==> src/rtl/fb_write_arbiter_if.sv <==
// Framebuffer write-port bundle: requester handshakes, clear control and the registered memory write bus.
// The arbiter takes the slave modport; pixel writers and the memory side together act as master.
interface fb_write_arbiter_if #(
  parameter int NUM_REQ = 2,
  parameter int COORD_W = 6,
  parameter int COLOR_W = 12,
  parameter int SRC_W   = $clog2(NUM_REQ + 1)
);
  logic [NUM_REQ-1:0]         req_valid;
  logic [NUM_REQ-1:0]         req_ready;
  logic [NUM_REQ*COORD_W-1:0] req_x;
  logic [NUM_REQ*COORD_W-1:0] req_y;
  logic [NUM_REQ*COLOR_W-1:0] req_color;
  logic                       clear_start;
  logic [COLOR_W-1:0]         clear_color;
  logic                       clear_busy;
  logic                       clear_done;
  logic                       fb_ready;
  logic                       wr_en;
  logic [COORD_W-1:0]         wr_x;
  logic [COORD_W-1:0]         wr_y;
  logic [COLOR_W-1:0]         wr_color;
  logic [SRC_W-1:0]           wr_src;

  modport slave (
    input  req_valid, req_x, req_y, req_color, clear_start, clear_color, fb_ready,
    output req_ready, clear_busy, clear_done, wr_en, wr_x, wr_y, wr_color, wr_src
  );

  modport master (
    output req_valid, req_x, req_y, req_color, clear_start, clear_color, fb_ready,
    input  req_ready, clear_busy, clear_done, wr_en, wr_x, wr_y, wr_color, wr_src
  );
endinterface

==> src/rtl/fb_write_arbiter.sv <==
// Round-robin framebuffer write arbiter with a priority full-screen clear sweep; write bus is 1-cycle registered.
// Nothing issues in a cycle with fb_ready low: req_ready stays low and the clear counters hold.
module fb_write_arbiter #(
  parameter int NUM_REQ = 2,
  parameter int COORD_W = 6,
  parameter int COLOR_W = 12,
  parameter int SRC_W   = $clog2(NUM_REQ + 1)
) (
  input  logic                clk,
  input  logic                resetn,
  fb_write_arbiter_if.slave   bus
);

  typedef enum logic {IDLE, CLEAR} state_t;

  state_t             state, state_nxt;
  logic [SRC_W-1:0]   last;
  logic [SRC_W-1:0]   grant_idx;
  logic               grant_vld;
  logic [NUM_REQ-1:0] ready_w;
  logic               xfer;
  logic               clr_issue;
  logic               clr_last;

  logic [COORD_W-1:0] cx, cy;
  logic [COLOR_W-1:0] clr_color_q;

  logic               wr_en_q;
  logic [COORD_W-1:0] wr_x_q, wr_y_q;
  logic [COLOR_W-1:0] wr_color_q;
  logic [SRC_W-1:0]   wr_src_q;
  logic               clear_done_q;

  // Requester index k places after base, wrapping at NUM_REQ.
  function automatic logic [SRC_W-1:0] rr_idx(input logic [SRC_W-1:0] base, input int k);
    int s;
    s = int'(base) + k;
    if (s >= NUM_REQ) s = s - NUM_REQ;
    return SRC_W'(s);
  endfunction

  always_comb begin
    grant_vld = 1'b0;
    grant_idx = '0;
    for (int k = 1; k <= NUM_REQ; k++) begin
      if (!grant_vld && bus.req_valid[rr_idx(last, k)]) begin
        grant_vld = 1'b1;
        grant_idx = rr_idx(last, k);
      end
    end
  end

  always_comb begin
    ready_w = '0;
    if (state == IDLE && bus.fb_ready && grant_vld)
      ready_w[grant_idx] = 1'b1;
  end

  assign xfer      = |ready_w;
  assign clr_issue = (state == CLEAR) && bus.fb_ready;
  assign clr_last  = clr_issue && (&cx) && (&cy);

  always_ff @(posedge clk or negedge resetn) begin
    if (!resetn) state <= IDLE;
    else         state <= state_nxt;
  end

  always_comb begin
    state_nxt = state;
    case (state)
      IDLE:    if (bus.clear_start) state_nxt = CLEAR;
      CLEAR:   if (clr_last)        state_nxt = IDLE;
      default: state_nxt = IDLE;
    endcase
  end

  always_ff @(posedge clk or negedge resetn) begin
    if (!resetn) begin
      last         <= SRC_W'(NUM_REQ - 1);
      cx           <= '0;
      cy           <= '0;
      clr_color_q  <= '0;
      wr_en_q      <= 1'b0;
      wr_x_q       <= '0;
      wr_y_q       <= '0;
      wr_color_q   <= '0;
      wr_src_q     <= '0;
      clear_done_q <= 1'b0;
    end else begin
      wr_en_q      <= 1'b0;
      clear_done_q <= 1'b0;
      if (xfer) begin
        last       <= grant_idx;
        wr_en_q    <= 1'b1;
        wr_x_q     <= bus.req_x[grant_idx*COORD_W +: COORD_W];
        wr_y_q     <= bus.req_y[grant_idx*COORD_W +: COORD_W];
        wr_color_q <= bus.req_color[grant_idx*COLOR_W +: COLOR_W];
        wr_src_q   <= grant_idx;
      end else if (clr_issue) begin
        wr_en_q      <= 1'b1;
        wr_x_q       <= cx;
        wr_y_q       <= cy;
        wr_color_q   <= clr_color_q;
        wr_src_q     <= SRC_W'(NUM_REQ);
        clear_done_q <= clr_last;
        // Raster order, x fastest; both counters wrap back to 0 after the last pixel.
        cx <= cx + 1'b1;
        if (&cx) cy <= cy + 1'b1;
      end
      // Colour is only captured when a clear actually starts, so mid-clear pulses are ignored.
      if (state == IDLE && bus.clear_start) begin
        clr_color_q <= bus.clear_color;
        cx          <= '0;
        cy          <= '0;
      end
    end
  end

  assign bus.req_ready  = ready_w;
  assign bus.clear_busy = (state == CLEAR);
  assign bus.clear_done = clear_done_q;
  assign bus.wr_en      = wr_en_q;
  assign bus.wr_x       = wr_x_q;
  assign bus.wr_y       = wr_y_q;
  assign bus.wr_color   = wr_color_q;
  assign bus.wr_src     = wr_src_q;

endmodule

==> src/flat_wrapper.sv <==
// flat-port wrapper written by rule: the top's interface ports become plain ports
module fb_write_arbiter_flat 
#(
  parameter int NUM_REQ = 2,
  parameter int COORD_W = 6,
  parameter int COLOR_W = 12,
  parameter int SRC_W   = $clog2(NUM_REQ + 1)
)
  (clk, resetn, bus_req_valid, bus_req_x, bus_req_y, bus_req_color, bus_clear_start, bus_clear_color, bus_fb_ready, bus_req_ready, bus_clear_busy, bus_clear_done, bus_wr_en, bus_wr_x, bus_wr_y, bus_wr_color, bus_wr_src);
  fb_write_arbiter_if #(.NUM_REQ(NUM_REQ), .COORD_W(COORD_W), .COLOR_W(COLOR_W), .SRC_W(SRC_W)) bus_i ();
  input  logic clk;
  input  logic resetn;
  input wire logic [$bits(bus_i.req_valid)-1:0] bus_req_valid;
  input wire logic [$bits(bus_i.req_x)-1:0] bus_req_x;
  input wire logic [$bits(bus_i.req_y)-1:0] bus_req_y;
  input wire logic [$bits(bus_i.req_color)-1:0] bus_req_color;
  input wire logic [$bits(bus_i.clear_start)-1:0] bus_clear_start;
  input wire logic [$bits(bus_i.clear_color)-1:0] bus_clear_color;
  input wire logic [$bits(bus_i.fb_ready)-1:0] bus_fb_ready;
  output wire logic [$bits(bus_i.req_ready)-1:0] bus_req_ready;
  output wire logic [$bits(bus_i.clear_busy)-1:0] bus_clear_busy;
  output wire logic [$bits(bus_i.clear_done)-1:0] bus_clear_done;
  output wire logic [$bits(bus_i.wr_en)-1:0] bus_wr_en;
  output wire logic [$bits(bus_i.wr_x)-1:0] bus_wr_x;
  output wire logic [$bits(bus_i.wr_y)-1:0] bus_wr_y;
  output wire logic [$bits(bus_i.wr_color)-1:0] bus_wr_color;
  output wire logic [$bits(bus_i.wr_src)-1:0] bus_wr_src;
  assign bus_i.req_valid = bus_req_valid;
  assign bus_i.req_x = bus_req_x;
  assign bus_i.req_y = bus_req_y;
  assign bus_i.req_color = bus_req_color;
  assign bus_i.clear_start = bus_clear_start;
  assign bus_i.clear_color = bus_clear_color;
  assign bus_i.fb_ready = bus_fb_ready;
  assign bus_req_ready = bus_i.req_ready;
  assign bus_clear_busy = bus_i.clear_busy;
  assign bus_clear_done = bus_i.clear_done;
  assign bus_wr_en = bus_i.wr_en;
  assign bus_wr_x = bus_i.wr_x;
  assign bus_wr_y = bus_i.wr_y;
  assign bus_wr_color = bus_i.wr_color;
  assign bus_wr_src = bus_i.wr_src;
  fb_write_arbiter #(.NUM_REQ(NUM_REQ), .COORD_W(COORD_W), .COLOR_W(COLOR_W), .SRC_W(SRC_W)) u_core (.clk(clk), .resetn(resetn), .bus(bus_i));
endmodule
==> config.mk <==
export PLATFORM = sky130hd
export DESIGN_NAME = fb_write_arbiter_flat
export DESIGN_NICKNAME = d
export VERILOG_FILES = /design/src/rtl/fb_write_arbiter_if.sv /design/src/rtl/fb_write_arbiter.sv /design/src/flat_wrapper.sv
export SDC_FILE = /design/constraint.sdc
export NUM_CORES = 1
export LEC_CHECK = 0
export CAP_MARGIN = 25
export CORE_MARGIN = 4
export CORE_UTILIZATION = 41
export CTS_CLUSTER_SIZE = 25
export DETAILED_ROUTE_END_ITERATION = 8
export PLACE_DENSITY = 0.83
export SLEW_MARGIN = 20
export SYNTH_ARGS = -nofsm -noshare
export SYNTH_HDL_FRONTEND = slang
export SYNTH_SLANG_ARGS = --single-unit
==> constraint.sdc <==
create_clock -name clk -period 1.6 [get_ports clk]
set_clock_uncertainty 0.15 [all_clocks]
set_input_delay 0.16 -clock clk [delete_from_list [all_inputs] [get_ports clk]]
set_output_delay 0.16 -clock clk [all_outputs]
set_load 0.01 [all_outputs]
==> impl_metrics.tcl <==
set metrics [dict create \
    finalWorstSetupSlack_ns -0.119 \
    layout_min_cycle_time_ns 1.72 \
    ios 97 \
    avgViaCountPerCell 6.08 \
    syn-cell-area_mm2 0.00298 \
    dieHeight_um 93.3 \
    holdWs_ns 0.176 \
    grt_pass1_vias 3168 \
    ys_warn_count 0 \
    cp-end-kind "output port" \
    start_kind "flip-flop" \
    routed_wl_mm 10.1 \
    multi_input_area_mm2 0.00158 \
    gp_congestion 0.909 \
    total_power_mw 4.17 \
    arrival_ns 1.41 \
    synth_ff_type "dfrtp_1" \
    synth-edff-count 0 \
    antenna_found_initial 0 \
    synth_top_family_by_area "compound AO/OA/AOI/OAI gates" \
    grt_max_degree 26 \
    grt_remaining_overflow 0 \
    die_area_mm2 0.00871 \
    drive_gt1_share_pct 22.6 \
    synthSimpleGateAreaFrac_pct 9.43 \
    crit_required_ns 1.29 \
    p_leak_nw 1.93 \
    grt_usage_pct 22.5 \
    finalCoreUtilization_pct 65.6 \
    drc 0 \
    core-area_mm2 0.00694 \
    final_cell_mix "clkdlybuf4s50_1 (84), dfrtp_1 (54), buf_4 (35)" \
    irDropWorstVdd_v 0.000411 \
    grt_pass1_wl_mm 15.8 \
    finalHoldViolCount 0 \
    rrSetupSlack_ns -0.09 \
    placed_area_mm2 0.00422 \
    synth.avg_cell_area_um2 10.4 \
    endpoint "bus_req_ready[0]" \
    yosysSeqAreaShare_pct 46.2 \
    finalSetupViolCount 28 \
    critical_path_class "flip-flop to output port" \
    drv_cap 0 \
    ys_async_sr_fraction_pct 100 \
    cts-root-buf "clkbuf_8" \
    wl_per_cell_um 19.9 \
    fill_cells 530 \
    clk_pin_slew_worst_paths_ns 0.11 \
    cts_max_path_buffers 2 \
    final_antenna_net_count 0 \
    dp_hpwl_mm 6.73 \
    first_iter_violations 222 \
    seq_area_mm2 0.00138 \
    relSlewSlack_pct 58.4 \
    fmax_mhz 582 \
    synth_compound_area_share_pct 31.5 \
    r2r-end "u_core.bus.wr_x[5]$_DFFE_PN0P_" \
    synthAdderAreaFrac_pct 0.839 \
    fin_nets 479 \
    num_vias 3088 \
    start_util_pct 43.0 \
    layout_commonest_cell "clkdlybuf4s50_1" \
    violations "setup timing" \
    die_w_um 93.3 \
    drt-pass1-iter-count 5 \
    synth_mux_area_share_pct 4.53 \
    power_density_mw_per_mm2 916 \
    crit_fanout 2 \
    fp-row-count 30 \
    regToRegStartpoint "u_core.last[0]$_DFFE_PN1N_" \
    r2r_cells 6 \
    cts_tree "yes" \
    rsz0062_at_grt "yes" \
    cts_buffers 5 \
    dpl_worst_slack_ns -0.514 \
    hold_class "input port to asynchronous set/reset pin" \
    synthXorXnorAreaFrac_pct 2.64 \
    htree_levels 2 \
    fin_area_mm2 0.00455 \
    numPortBuffers 96 \
    tightest_slew_ns 0.623 \
    area_delta_synth_final_pct 52.6 \
    syn_inst 288 \
    slew_viol_final 0 \
    diodes 0 \
    clk_latency_ns 0.32 \
    synth_nets 356 \
    period_share_pct 107 \
    yosysUniqueCellTypes 40 \
    clock-sinks 55 \
    outcome "finished with violations" \
    cp-startpoint "u_core.last[0]$_DFFE_PN1N_" \
    synth-seq-cells 55 \
]
-- where the power goes --
part / total [mW] / switching [mW] / internal (mW) / leakage (nW)
sequential: 1.81 / 0.205 / 1.61 / 0.672
clock: 0.990 / 0.483 / 0.508 / 0.0612
combinational: 1.37 / 0.600 / 0.767 / 1.20
-- cell usage after synthesis (2+ instances only) --
| library cell | number | area, um^2 |
|---|---|---|
| a32oi_1 | 23 | 201 |
| a22oi_1 | 23 | 173 |
| nand2_1 | 11 | 41.3 |
| nand2b_1 | 3 | 18.8 |
| nor2b_1 | 3 | 18.8 |
| a31oi_1 | 23 | 144 |
| xnor2_1 | 7 | 61.3 |
| a21oi_2 | 2 | 17.5 |
| clkbuf_1 | 2 | 7.51 |
| nand3_1 | 3 | 15.0 |
| nor3_1 | 4 | 20.0 |
| o21ai_0 | 27 | 135 |
| mux2_2 | 12 | 135 |
| buf_4 | 3 | 22.5 |
| xor2_1 | 2 | 17.5 |
| a211oi_1 | 2 | 15.0 |
| nor2_2 | 3 | 18.8 |
| a21oi_1 | 4 | 20.0 |
| ha_1 | 2 | 25.0 |
| inv_1 | 4 | 15.0 |
| nor4_1 | 2 | 12.5 |
| buf_2 | 18 | 90.1 |
| dfrtp_1 | 54 | 1350 |
| nor2_1 | 14 | 52.6 |
| o22a_1 | 22 | 193 |
-- logic make-up (layout without fill, tap and decap cells) --
family | after synthesis | count (layout)
xor+xnor | 9 | 9
fa+ha+maj | 2 | 2
mux | 12 | 12
compound gates | 131 | 131
buf+inv | 28 | 152
simple gates | 51 | 51
flops | 55 | 55
-- registers in the layout (all words and copies together), names as in the netlist --
register	count
u_core.bus.clear_busy	1
u_core.bus.wr_en	1
u_core.cy	6
u_core.clr_color_q	12
u_core.bus.wr_src	2
u_core.bus.wr_x	6
u_core.last	2
u_core.cx	6
u_core.bus.wr_color	12
u_core.bus.clear_done	1
u_core.bus.wr_y	6
-- critical path, stage by stage, from the launching register on --
cell,delay (ns)
dfstp_2,0.55
nand2b_4,0.14
nand2_4,0.07
nor3_4,0.18
buf_2,0.16
-- per-layer routing --
layer / vias to the layer above / GRT usage, % / wire length, um
met2: 177 / 38.8 / 5110
li1: 1379 / - / -
met3: 21 / 4.02 / 781
met4: 0 / 7.20 / 163
met1: 1511 / 28.6 / 4060
met5: - / 0 / 0
-- worst min path at each step --
stage / start / endpoint / slack (ns) / cells past startpoint
6_report: resetn / u_core.bus.wr_color[11]$_DFFE_PN0P_ / 0.18 / 2
5_1_grt: resetn / u_core.bus.wr_en$_DFF_PN0_ / 0.22 / 2
4_1_cts: resetn / u_core.bus.wr_color[11]$_DFFE_PN0P_ / 0.18 / 2
3_5_place_dp: resetn / u_core.bus.wr_color[11]$_DFFE_PN0P_ / -0.008 / 1
3_3_place_gp: resetn / u_core.bus.wr_color[11]$_DFFE_PN0P_ / -0.01 / 1
2_1_floorplan: resetn / u_core.bus.clear_busy$_DFF_PN0_ / -0.29 / 0
-- layout make-up --
class,instances,share of cell area [%]
inverter,4,0.330
clock buffer,6,1.81
multi-input combinational,205,34.6
tap,96,2.64
timing repair buffer,140,29.6
clock inverter,2,0.769
sequential,55,30.2
-- through the flow --
step	cells	TNS, ns
after global routing	508	-3.92
after global placement	491	-12.92
after floorplan	288	0
final	508	-1.29
after detailed placement	491	-16.07
after CTS	500	-0.300
-- timing repair --
action / in CTS / in global routing
cloned: 0 / 1
resized for setup: 22 / 27
pin swaps: 3 / 7
hold buffers: 1 / 0
buffers inserted: 0 / 7
endpoints found under the hold margin: 18 / 0
endpoints found under the setup margin: 29 / 59
Power figures use the tool's default switching activity.
